[config.mk]
export PLATFORM = sky130hd
export DESIGN_NAME = imm_chunk_extender_flat
export DESIGN_NICKNAME = d
export VERILOG_FILES = /design/src/rtl/imm_chunk_extender_if.sv /design/src/rtl/imm_chunk_extender.sv /design/src/flat_wrapper.sv
export SDC_FILE = /design/constraint.sdc
export NUM_CORES = 1
export LEC_CHECK = 0
export ABC_CLOCK_PERIOD_IN_PS = 5850
export CORE_MARGIN = 2
export CORE_UTILIZATION = 54
export DETAILED_ROUTE_END_ITERATION = 12
export GPL_ROUTABILITY_DRIVEN = 0
export GPL_TIMING_DRIVEN = 0
export PLACE_DENSITY = 0.9
export SYNTH_ARGS = -nofsm -noshare
export SYNTH_HDL_FRONTEND = slang
export SYNTH_SLANG_ARGS = --single-unit
[constraint.sdc]
create_clock -name clk -period 5.85 [get_ports clk]
set_clock_uncertainty 0.2 [all_clocks]
set_input_delay 1.17 -clock clk [delete_from_list [all_inputs] [get_ports clk]]
set_output_delay 1.17 -clock clk [all_outputs]
set_load 0.005 [all_outputs]
[src/rtl/imm_chunk_extender_if.sv]
// Valid/ready bus for the chunked immediate extender:
// decode pushes chunks in, the ALU operand mux pulls results out.
interface imm_chunk_extender_if #(
    parameter int IN_W       = 2,
    parameter int OUT_W      = 8,
    parameter int MAX_CHUNKS = 4
);
    localparam int CNT_W = $clog2(MAX_CHUNKS + 1);

    logic             in_valid;
    logic             in_ready;
    logic [IN_W-1:0]  in_chunk;
    logic             in_last;
    logic             in_sext;
    logic             out_valid;
    logic             out_ready;
    logic [OUT_W-1:0] out_imm;
    logic             out_ovf;
    logic [CNT_W-1:0] out_nchunks;

    modport master (
        output in_valid, in_chunk, in_last, in_sext, out_ready,
        input  in_ready, out_valid, out_imm, out_ovf, out_nchunks
    );

    modport slave (
        input  in_valid, in_chunk, in_last, in_sext, out_ready,
        output in_ready, out_valid, out_imm, out_ovf, out_nchunks
    );
endinterface

[src/rtl/imm_chunk_extender.sv]
// Assembles an immediate from MSB-first chunks, then sign/zero
// extends it to OUT_W bits (flagging overflow when it is too wide).
module imm_chunk_extender #(
    parameter int IN_W       = 2,
    parameter int OUT_W      = 8,
    parameter int MAX_CHUNKS = 4
) (
    input logic clk,
    input logic reset,
    imm_chunk_extender_if.slave bus
);
    localparam int ACC_W = IN_W * MAX_CHUNKS;
    localparam int CNT_W = $clog2(MAX_CHUNKS + 1);

    typedef enum logic [1:0] {IDLE, ACCUM, HOLD} state_t;

    state_t           state;
    state_t           state_nxt;
    logic [ACC_W-1:0] acc;
    logic [ACC_W-1:0] acc_nxt;
    logic [CNT_W-1:0] count;
    logic [CNT_W-1:0] cnt_nxt;
    logic             sext;
    logic             sext_nxt;
    logic             load;
    logic             accept;

    logic [OUT_W-1:0] res_imm;
    logic             res_ovf;
    logic             fill;
    int               w;

    logic             valid_q;
    logic [OUT_W-1:0] imm_q;
    logic             ovf_q;
    logic [CNT_W-1:0] nch_q;

    assign bus.in_ready    = (state != HOLD);
    assign accept          = bus.in_valid && bus.in_ready;
    assign bus.out_valid   = valid_q;
    assign bus.out_imm     = imm_q;
    assign bus.out_ovf     = ovf_q;
    assign bus.out_nchunks = nch_q;

    // Next state and next accumulator; load marks the final chunk.
    always_comb begin
        state_nxt = state;
        acc_nxt   = acc;
        cnt_nxt   = count;
        sext_nxt  = sext;
        load      = 1'b0;
        unique case (state)
            IDLE: begin
                if (accept) begin
                    acc_nxt  = ACC_W'(bus.in_chunk);
                    cnt_nxt  = CNT_W'(1);
                    sext_nxt = bus.in_sext;
                    if (bus.in_last) begin
                        state_nxt = HOLD;
                        load      = 1'b1;
                    end else begin
                        state_nxt = ACCUM;
                    end
                end
            end
            ACCUM: begin
                if (accept) begin
                    acc_nxt = (acc << IN_W) | ACC_W'(bus.in_chunk);
                    cnt_nxt = count + CNT_W'(1);
                    if (bus.in_last || cnt_nxt == CNT_W'(MAX_CHUNKS)) begin
                        state_nxt = HOLD;
                        load      = 1'b1;
                    end
                end
            end
            HOLD: begin
                if (bus.out_ready) begin
                    state_nxt = IDLE;
                end
            end
            default: state_nxt = IDLE;
        endcase
    end

    // Extend the assembled value by its effective width W = count*IN_W.
    always_comb begin
        w    = int'(cnt_nxt) * IN_W;
        fill = 1'b0;
        for (int k = 0; k < ACC_W; k++) begin
            if (k == w - 1) begin
                fill = acc_nxt[k];
            end
        end
        fill    = fill & sext_nxt;
        res_ovf = (w > OUT_W);
        res_imm = OUT_W'(acc_nxt);
        if (!res_ovf) begin
            for (int i = 0; i < OUT_W; i++) begin
                if (i >= w) begin
                    res_imm[i] = fill;
                end
            end
        end
    end

    // FSM state register.
    always_ff @(posedge clk or posedge reset) begin
        if (reset) begin
            state <= IDLE;
        end else begin
            state <= state_nxt;
        end
    end

    // Accumulator and registered result, captured on the final accept.
    always_ff @(posedge clk or posedge reset) begin
        if (reset) begin
            acc     <= '0;
            count   <= '0;
            sext    <= 1'b0;
            valid_q <= 1'b0;
            imm_q   <= '0;
            ovf_q   <= 1'b0;
            nch_q   <= '0;
        end else begin
            acc   <= acc_nxt;
            count <= cnt_nxt;
            sext  <= sext_nxt;
            if (load) begin
                valid_q <= 1'b1;
                imm_q   <= res_imm;
                ovf_q   <= res_ovf;
                nch_q   <= cnt_nxt;
            end else if (valid_q && bus.out_ready) begin
                valid_q <= 1'b0;
            end
        end
    end
endmodule

[src/flat_wrapper.sv]
// flat-port wrapper written by rule: the top's interface ports become plain ports
module imm_chunk_extender_flat 
#(
    parameter int IN_W       = 2,
    parameter int OUT_W      = 8,
    parameter int MAX_CHUNKS = 4
)
  (clk, reset, bus_in_valid, bus_in_chunk, bus_in_last, bus_in_sext, bus_out_ready, bus_in_ready, bus_out_valid, bus_out_imm, bus_out_ovf, bus_out_nchunks);
  imm_chunk_extender_if #(.IN_W(IN_W), .OUT_W(OUT_W), .MAX_CHUNKS(MAX_CHUNKS)) bus_i ();
  input logic clk;
  input logic reset;
  input wire logic [$bits(bus_i.in_valid)-1:0] bus_in_valid;
  input wire logic [$bits(bus_i.in_chunk)-1:0] bus_in_chunk;
  input wire logic [$bits(bus_i.in_last)-1:0] bus_in_last;
  input wire logic [$bits(bus_i.in_sext)-1:0] bus_in_sext;
  input wire logic [$bits(bus_i.out_ready)-1:0] bus_out_ready;
  output wire logic [$bits(bus_i.in_ready)-1:0] bus_in_ready;
  output wire logic [$bits(bus_i.out_valid)-1:0] bus_out_valid;
  output wire logic [$bits(bus_i.out_imm)-1:0] bus_out_imm;
  output wire logic [$bits(bus_i.out_ovf)-1:0] bus_out_ovf;
  output wire logic [$bits(bus_i.out_nchunks)-1:0] bus_out_nchunks;
  assign bus_i.in_valid = bus_in_valid;
  assign bus_i.in_chunk = bus_in_chunk;
  assign bus_i.in_last = bus_in_last;
  assign bus_i.in_sext = bus_in_sext;
  assign bus_i.out_ready = bus_out_ready;
  assign bus_in_ready = bus_i.in_ready;
  assign bus_out_valid = bus_i.out_valid;
  assign bus_out_imm = bus_i.out_imm;
  assign bus_out_ovf = bus_i.out_ovf;
  assign bus_out_nchunks = bus_i.out_nchunks;
  imm_chunk_extender #(.IN_W(IN_W), .OUT_W(OUT_W), .MAX_CHUNKS(MAX_CHUNKS)) u_core (.clk(clk), .reset(reset), .bus(bus_i));
endmodule
* Word level (Yosys, flattened, before mapping)
Index checks and enable logic that the tools add are counted.
** Word-level totals
- Register bits :: 27
- Bits in latches :: 0
- Bits in writable memories :: 0
- Bits in read-only memories :: 0
- Input port bits :: 8
- Output and inout port bits :: 14
- Logic and storage cells :: 81
- Memories :: 0
** Operators by class
- Add/sub/neg operators :: 2
- Multiply operators :: 0
- Div/mod/pow operators :: 0
- Order comparisons :: 9
- Eq/ne operators :: 15
- Shift operators :: 0
- Muxes and demuxes :: 38
- Bitwise operators :: 2
- Reductions and logical operators :: 7
** Operators by type and width (count)
- 4-bit by 32-bit equality test with 1-bit output (first input constant) :: 4
- 3-bit by 32-bit equality test with 1-bit output (first input constant) :: 2
- 2-bit by 32-bit equality test with 1-bit output (first input constant) :: 1
- 32-bit zero test :: 1
- 1-bit two-way mux :: 24
- 8-bit two-way mux :: 3
- 3-bit by 4-bit greater-or-equal comparator with 1-bit output (first input constant) :: 4
- 8-bit case mux with 2 select lines :: 1
- 2-bit two-way mux :: 5
- 1-bit by 4-bit greater-or-equal comparator with 1-bit output (first input constant) :: 2
- 2-bit by 4-bit greater-or-equal comparator with 1-bit output (first input constant) :: 2
- 8-bit by 2-bit OR with 8-bit output :: 1
- 3-bit two-way mux :: 2
- 2-bit by 1-bit != test with 1-bit output (second input constant) :: 3
- 2-bit case mux with 3 select lines :: 1
- 3-bit case mux with 2 select lines :: 1
- 4-bit by 1-bit subtractor with 5-bit output (second input constant) :: 1
- 4-bit > comparator (second input constant) :: 1
- 2-bit != test (second input constant) :: 2
- 4-bit AND reduction :: 1
- 3-bit by 1-bit adder with 3-bit output (second input constant) :: 1
- 3-bit equality test (second input constant) :: 1
- 2-bit by 1-bit equality test with 1-bit output (second input constant) :: 1
- 2-bit equality test (second input constant) :: 1
- other kinds (6) :: 7

* Logic depth before layout (Yosys ltp)
Gate-level depths: netlist (run 1).
- Depth in word-level cells :: 17
- Gate-level depth with buffers :: 12
- Mapped depth without buffers :: 11

* Worst setup path before layout (run 1)
OpenSTA, ideal clock, no wires.
- Kind :: input -> register
- Start :: in bus_in_valid
- End :: reg u_core.imm_q[0] (netlist: u_core.bus.out_imm[0])
- Library setup time :: 0.126 ns
- Arrival time :: 3.499 ns
- Data required time :: 5.524 ns
- Setup slack :: 2.025 ns
- Cell stages on the path :: 10
- Path buffers :: 0
- Cells stage by stage :: nand2_1 > ha_1 > nor2b_1 > o31ai_4 > clkinv_1 > ha_1 > mux4_2 > and3_4 > o21ba_4 > a221o_1
** Between the ends
- Word-level cells in the longest chain between the ends :: 16
- Elaborated cells on any way between the ends :: 34
- Classes of those cells :: 1 x add/sub; 2 x order compare; 7 x eq/ne; 21 x mux; 1 x bitwise; 2 x reduce/logical
** Ends and longest elaborated chain
- start, declared :: line flat_wrapper.sv:12 : input wire logic [$bits(bus_i.in_valid)-1:0] bus_in_valid;
- 1-bit logical AND (*) :: line imm_chunk_extender.sv:39 : assign accept = bus.in_valid && bus.in_ready;
- 3-bit two-way mux, on equally long branches :: line imm_chunk_extender.sv:67, imm_chunk_extender.sv:54
- 3-bit case mux with 2 select lines (*) :: line imm_chunk_extender.sv:52 : unique case (state)
- net u_core.cnt_nxt[0] :: line imm_chunk_extender.sv:22 : logic [CNT_W-1:0] cnt_nxt;
- 4-bit by 1-bit subtractor with 5-bit output :: line imm_chunk_extender.sv:90 : if (k == w - 1) begin
- 32-bit zero test :: line imm_chunk_extender.sv:90
- 1-bit two-way mux (8 in a row) :: line imm_chunk_extender.sv:90
- 1-bit AND :: line imm_chunk_extender.sv:94 : fill = fill & sext_nxt;
- 1-bit two-way mux :: line imm_chunk_extender.sv:99 : if (i >= w) begin
- 8-bit two-way mux (*) :: line imm_chunk_extender.sv:97 : if (!res_ovf) begin
- end signal, assigned :: line imm_chunk_extender.sv:131 : imm_q <= res_imm;
- end, declared :: line imm_chunk_extender.sv:34 : logic [OUT_W-1:0] imm_q;
Mark *: on every way through the listed nets, which the timed path passes. The rest lies on a longest branch.
A chain may end at the register's enable or synchronous reset.

* Worst setup path in the final report (run 1)
Same ends and word-level chain as after synthesis.

==> impl_metrics.env, run 1 <==
export IMPL_setup_tns_final_ns=0
export IMPL_layout_drive_gt1_share_pct=9.21
export IMPL_p_int_w=0.000402
export IMPL_grt_total_usage_pct=24.5
export IMPL_status="completed"
export IMPL_pwr_share_seq_pct=42.4
export IMPL_comb_power_share_pct=44.4
export IMPL_antenna_left=0
export IMPL_grt_setup_unrepaired="no"
export IMPL_r2r_end="u_core.bus.out_imm[0]"
export IMPL_swShare_pct=36.1
export IMPL_cts_tree="yes"
export IMPL_dr_pass1_iters=4
export IMPL_p_switching_w=0.000227
export IMPL_hpwlAfterDp_um=2280
export IMPL_coreArea_um2=2450
export IMPL_crit_required_ns=5.88
export IMPL_critPathCaptureType="register"
export IMPL_vias=1120
export IMPL_rr_worst_depth=12
export IMPL_overflow=0
export IMPL_clockBufferDepth=2
export IMPL_path_class="primary input to register"
export IMPL_avgSynthCellArea_um2=10.9
export IMPL_start_util_pct=56.5
export IMPL_totalWireLength_um=3100
export IMPL_slew_viol_final=0
export IMPL_num_io_pins=22
export IMPL_cts_htree_levels=1
export IMPL_hold_buffers=0
export IMPL_ys_types=39
export IMPL_synth_nets=141
export IMPL_yosys_area_top_type="dfrtp_1"
export IMPL_cts_resized_gates=0
export IMPL_max_clock_freq_mhz=220
export IMPL_r2r_start="u_core.state[0]"
export IMPL_maxCapViolCount=0
export IMPL_arrival_ns=4.58
export IMPL_crit_path_start_kind="primary input"
export IMPL_routedWlPerCell_um=17.0
export IMPL_grt_pass1_vias=1049
export IMPL_powerDensity_nw_per_um2=379
export IMPL_synthFlopType="dfrtp_1"
export IMPL_io_buffers=21
export IMPL_netlist_area_leader_share_pct=48.7
export IMPL_synthArstFlopShare_pct=100
export IMPL_ys_seq_area_share_pct=48.7
export IMPL_syn_cell_area_um2=1390
export IMPL_antenna_found_initial=0
export IMPL_yosysWarnings=0
export IMPL_post_route_period_util_pct=77.9
export IMPL_fillers=173
export IMPL_post_cts_setup_buffers=0
export IMPL_cp_max_fo=9
export IMPL_setup_viol=0
export IMPL_die_w_um=54.7
export IMPL_syn_to_final_growth_pct=19.8
export IMPL_ir_drop_mv=0.240
export IMPL_worst_pin_slew_ns=1.01
export IMPL_total_leakage_power_nw=0.775
export IMPL_drtIter0Drc=34
export IMPL_hold_path_class="register to register"
export IMPL_grt_max_degree=28
export IMPL_fin_nets=167
export IMPL_die_h_um=54.7
export IMPL_fin_crit_ns=4.56
export IMPL_hold_violations=0
export IMPL_hold_end="u_core.bus.out_imm[1]"
export IMPL_clk_pin_slew_worst_paths_ns=0.15
export IMPL_clock_latency_ns=0.33
export IMPL_syn_inst=127
export IMPL_hold_depth=1
export IMPL_fp_dieArea_um2=2990
export IMPL_p_clk_share_pct=13.2
export IMPL_synth_edff_count=0
export IMPL_design_area_um2=1660
export IMPL_core_rowCount=18
export IMPL_drc=0
export IMPL_max_slew_margin_rel_pct=32.3
export IMPL_diodes=0
export IMPL_hp_start="u_core.bus.out_imm[1]"
export IMPL_ys_ff_latch=27
export IMPL_dpl_cell_area_um2=1630
export IMPL_root_buffer="clkbuf_4"
export IMPL_yosys_top_cells_area="dfrtp_1 (49%), ha_1 (5.4%), nand2_1 (3.5%)"
export IMPL_clock_sinks=27
export IMPL_via_per_inst=6.15
export IMPL_ff2ff_setup_slack_ns=1.93
export IMPL_cts_buffers=3
export IMPL_grt_pass1_wl_um=5060
## registers in the layout, summed over array words and instances (netlist names)
name	cells
u_core.state	2
u_core.bus.out_nchunks	3
u_core.sext	1
u_core.acc	8
u_core.count	3
u_core.bus.out_ovf	1
u_core.bus.out_valid	1
u_core.bus.out_imm	8
## stage by stage
stage | util (%) | hold slack, ns | total power [W] | setup slack [ns] | cells
global placement | 66.6 | 0.264 | 0.000533 | 1.08 | 178
CTS | 67.6 | 0.315 | 0.000627 | 1.31 | 182
detailed placement | 66.6 | 0.275 | 0.000546 | 0.980 | 178
finish | 67.6 | 0.312 | 0.000629 | 1.29 | 182
floorplan | - | 0.250 | 0.000432 | 2.02 | 127
global route | 67.6 | 0.331 | 0.000671 | 1.14 | 182
## critical path, cell delays in order
cell and delay, ns:
clkdlybuf4s50_1 0.60, nand2_1 0.12, ha_1 0.30, nor2b_1 0.07, o31ai_4 0.36, clkinv_1 0.36, ha_1 0.47, mux4_2 0.34
and3_4 0.19, o21ba_4 0.24, a221o_1 0.35
## cells in the mapped netlist, drive strengths merged, types with 2 or more instances
library cell / n
nor3b: 2
clkbuf: 3
mux2i: 4
a221o: 3
nor2: 6
a21o: 3
nand2: 13
o21ai: 8
a22o: 2
ha: 6
buf: 3
o2bb2ai: 2
o31ai: 3
a21oi: 6
and4b: 3
mux2: 2
nor2b: 3
inv: 9
a211oi: 3
dfrtp: 27
## area by class of cell
type                       instances  area [µm²]  area share, %
inverter                          10        37.5           2.26
clock buffer                       4        26.3           1.58
multi-input combinational         84         641           38.6
sequential                        27         676           40.7
buffer                             6        32.5           1.96
tap                               30        37.5           2.26
timing repair buffer              21         210           12.7
## cell families (layout without fill, tap and decap cells)
| logic type | count (synthesis) | count (layout) | share of synthesized area (%) |
|---|---|---|---|
| AOI/OAI and AO/OA | 35 | 35 | 19.4 |
| xor gates and xnor gates | 1 | 1 | 0.632 |
| DFF | 27 | 27 | 48.7 |
| adders and majority gates | 6 | 6 | 5.42 |
| and+or+nand+nor | 35 | 35 | 13.7 |
| muxes | 7 | 7 | 7.04 |
| buffers and inverters | 16 | 41 | 5.05 |
## power by group through the flow
stage	Sequential [W]	Combinational, W	Clock (W)
2_1_floorplan	0.000265	0.000166	0
3_3_place_gp	0.000265	0.000268	0
3_5_place_dp	0.000270	0.000276	0
4_1_cts	0.000266	0.000279	0.0000814
5_1_grt	0.000272	0.000309	0.0000895
6_report	0.000267	0.000279	0.0000828
## layer usage
layer	vias to the layer above	global-route usage, %	wire [µm]
li1	509	-	-
met1	559	34.5	1360
met2	46	37.1	1560
met3	6	3.55	140
met4	0	11.7	40
met5	-	0	0
## cells in the final DEF, fill, tap and decap left out, types with 2 or more instances in the layout
| cell type | count |
|---|---|
| mux2i_1 | 3 |
| o2bb2ai_1 | 2 |
| a21oi_1 | 6 |
| ha_1 | 6 |
| a21o_1 | 3 |
| and4b_1 | 3 |
| inv_1 | 9 |
| a221o_1 | 3 |
| mux2_2 | 2 |
| a22o_1 | 2 |
| clkbuf_4 | 3 |
| clkbuf_1 | 4 |
| buf_2 | 2 |
| nor3b_1 | 2 |
| nor2b_1 | 3 |
| a211oi_1 | 3 |
| clkdlybuf4s50_1 | 21 |
| o31ai_1 | 2 |
| o21ai_0 | 8 |
| dfrtp_1 | 27 |
| nand2_1 | 13 |
| nor2_1 | 6 |
## worst max-delay path by stage
stage	slack, ns	to	depth (start not counted)	start
6_report	1.29	u_core.bus.out_imm[0]	11	bus_in_valid
5_1_grt	1.14	u_core.bus.out_imm[0]	11	bus_in_valid
4_1_cts	1.31	u_core.bus.out_imm[0]	11	bus_in_valid
3_5_place_dp	0.98	u_core.bus.out_imm[0]	11	bus_in_valid
3_3_place_gp	1.08	u_core.bus.out_imm[0]	11	bus_in_valid
2_1_floorplan	2.02	u_core.bus.out_imm[0]	10	bus_in_valid
No activity file was read; power rests on OpenSTA's default activity.
==> inputs of run 2 (changes only) <==
Settings changed: ABC_CLOCK_PERIOD_IN_PS 5850 to 4500, CORE_UTILIZATION 54 to 52, PLACE_DENSITY 0.9 to 0.88.
Clock period 5.85 ns to 4.5 ns, I/O delays scaled along.
==> run 2 against run 1 <==
Non-clock buffer count is the same. Combinational power grew 32%. Wire length shrank 3.6%. Via count shrank 4.1%. Register-to-register slack lost 1.3 ns. Utilization shrank 1.2 points. Largest cell class unchanged. Highest routed layer unchanged.
==> impl_metrics.env, run 2 (synthesis gave the netlist of run 1 again) <==
export IMPL_fin_nets=167
export IMPL_grt_max_degree=28
export IMPL_diodes=0
export IMPL_drc=0
export IMPL_die_w_um=55.6
export IMPL_max_clock_freq_mhz=238
export IMPL_routedWlPerCell_um=16.4
export IMPL_root_buffer="clkbuf_4"
export IMPL_via_per_inst=5.90
export IMPL_num_io_pins=22
export IMPL_totalWireLength_um=2990
export IMPL_grt_total_usage_pct=21.2
export IMPL_final_common_cell="dfrtp_1"
export IMPL_mostFrequentLayoutCells="dfrtp_1 (27), clkdlybuf4s50_1 (21), nand2_1 (13)"
export IMPL_clockBufferDepth=2
export IMPL_grt_pass1_wl_um=5090
export IMPL_max_stage_delay_ns=0.59
export IMPL_hold_path_class="register to register"
export IMPL_coreArea_um2=2500
export IMPL_antenna_found_initial=0
export IMPL_start_util_pct=55.5
export IMPL_maxCapViolCount=0
export IMPL_setup_tns_final_ns=0
export IMPL_powerDensity_nw_per_um2=491
export IMPL_slew_viol_final=0
export IMPL_crit_required_ns=4.52
export IMPL_grt_setup_unrepaired="no"
export IMPL_hold_violations=0
export IMPL_drtIter0Drc=21
export IMPL_clock_sinks=27
export IMPL_p_total_w=0.000815
export IMPL_hpwlAfterDp_um=2160
export IMPL_max_slew_margin_rel_pct=32.4
export IMPL_status="completed"
export IMPL_cts_htree_levels=1
export IMPL_syn_to_final_growth_pct=19.8
export IMPL_fp_dieArea_um2=3100
export IMPL_die_h_um=55.6
export IMPL_arrival_ns=4.22
export IMPL_io_buffers=21
export IMPL_fin_crit_ns=4.20
export IMPL_path_class="primary input to register"
export IMPL_vias=1074
export IMPL_cp_common_cell="ha_1"
export IMPL_clock_latency_ns=0.33
export IMPL_slowest_stage="clkdlybuf4s50_1"
export IMPL_hold_buffers=0
export IMPL_critPathCaptureType="register"
export IMPL_layout_drive_gt1_share_pct=9.21
export IMPL_clk_pin_slew_worst_paths_ns=0.14
export IMPL_cts_buffers=3
export IMPL_post_cts_setup_buffers=0
export IMPL_critical_path_cell_chain="clkdlybuf4s50_1, nand2_1, ha_1, nor2b_1, o31ai_4, clkinv_1, ha_1, mux4_2, and3_4, o21ba_4, a221o_1"
export IMPL_worst_pin_slew_ns=1.01
export IMPL_cts_resized_gates=0
export IMPL_dr_pass1_iters=4
export IMPL_cp_max_fo=9
export IMPL_path_delay_family="compound AO/OA/AOI/OAI gates"
export IMPL_ir_drop_mv=0.343
export IMPL_fin_ws_ns=0.303
export IMPL_setup_viol=0
export IMPL_cts_tree="yes"
export IMPL_overflow=0
export IMPL_crit_path_start_kind="primary input"
export IMPL_place_ws_ns=0.00250
export IMPL_antenna_left=0
export IMPL_grt_pass1_vias=1093
export IMPL_total_leakage_power_nw=0.775
export IMPL_core_rowCount=18
export IMPL_path_buf_inv=2
export IMPL_post_route_period_util_pct=93.3
-- run 2: cell counts in the layout (fill, tap and decap cells not counted) --
Identical to the previous run, type by type.
-- run 2: cell type report --
class	instances	area, µm²
Inverter	10	37.5
Tap cell	30	37.5
Buffer	6	32.5
Sequential cell	27	676
Multi-Input combinational cell	84	641
Timing Repair Buffer	21	210
Fill cell	181	840
Clock buffer	4	26.3
-- run 2: power breakdown --
| group | switching, W | leakage [nW] | internal, W |
|---|---|---|---|
| Combinational | 0.000183 | 0.408 | 0.000184 |
| Clock | 0.0000693 | 0.0150 | 0.0000348 |
| Sequential | 0.0000391 | 0.352 | 0.000304 |
| Total | 0.000291 | 0.775 | 0.000523 |
-- run 2: final timing paths --
check,start,endpoint,slack [ns],depth (start not counted)
worst max register to register,u_core.state[0],u_core.bus.out_imm[0],0.63,12
min in group asynchronous,reset,u_core.bus.out_imm[1],0.89,2
worst min register to register,u_core.bus.out_imm[1],u_core.bus.out_imm[1],0.30,1
max in group asynchronous,reset,u_core.acc[4],2.59,2
worst min-delay path,u_core.bus.out_imm[1],u_core.bus.out_imm[1],0.30,1
worst max-delay path,bus_in_valid,u_core.bus.out_imm[0],0.30,11
-- run 2: metal layers --
layer | global-route usage, % | up-vias | share of wire, %
met4 | 7.32 | 0 | 2.1
li1 | - | 505 | -
met5 | 0 | - | 0
met3 | 3.72 | 9 | 4.0
met1 | 27.5 | 528 | 44
met2 | 35.9 | 32 | 50
-- run 2: per-stage QoR --
stage | cell area (µm²) | util [%] | cells | hold slack [ns]
finish | 1660 | 66.4 | 182 | 0.300
global route | 1660 | 66.4 | 182 | 0.329
CTS | 1660 | 66.4 | 182 | 0.305
detailed placement | 1630 | 65.4 | 178 | 0.269
global placement | 1630 | 65.4 | 178 | 0.263
floorplan | 1390 | - | 127 | 0.250
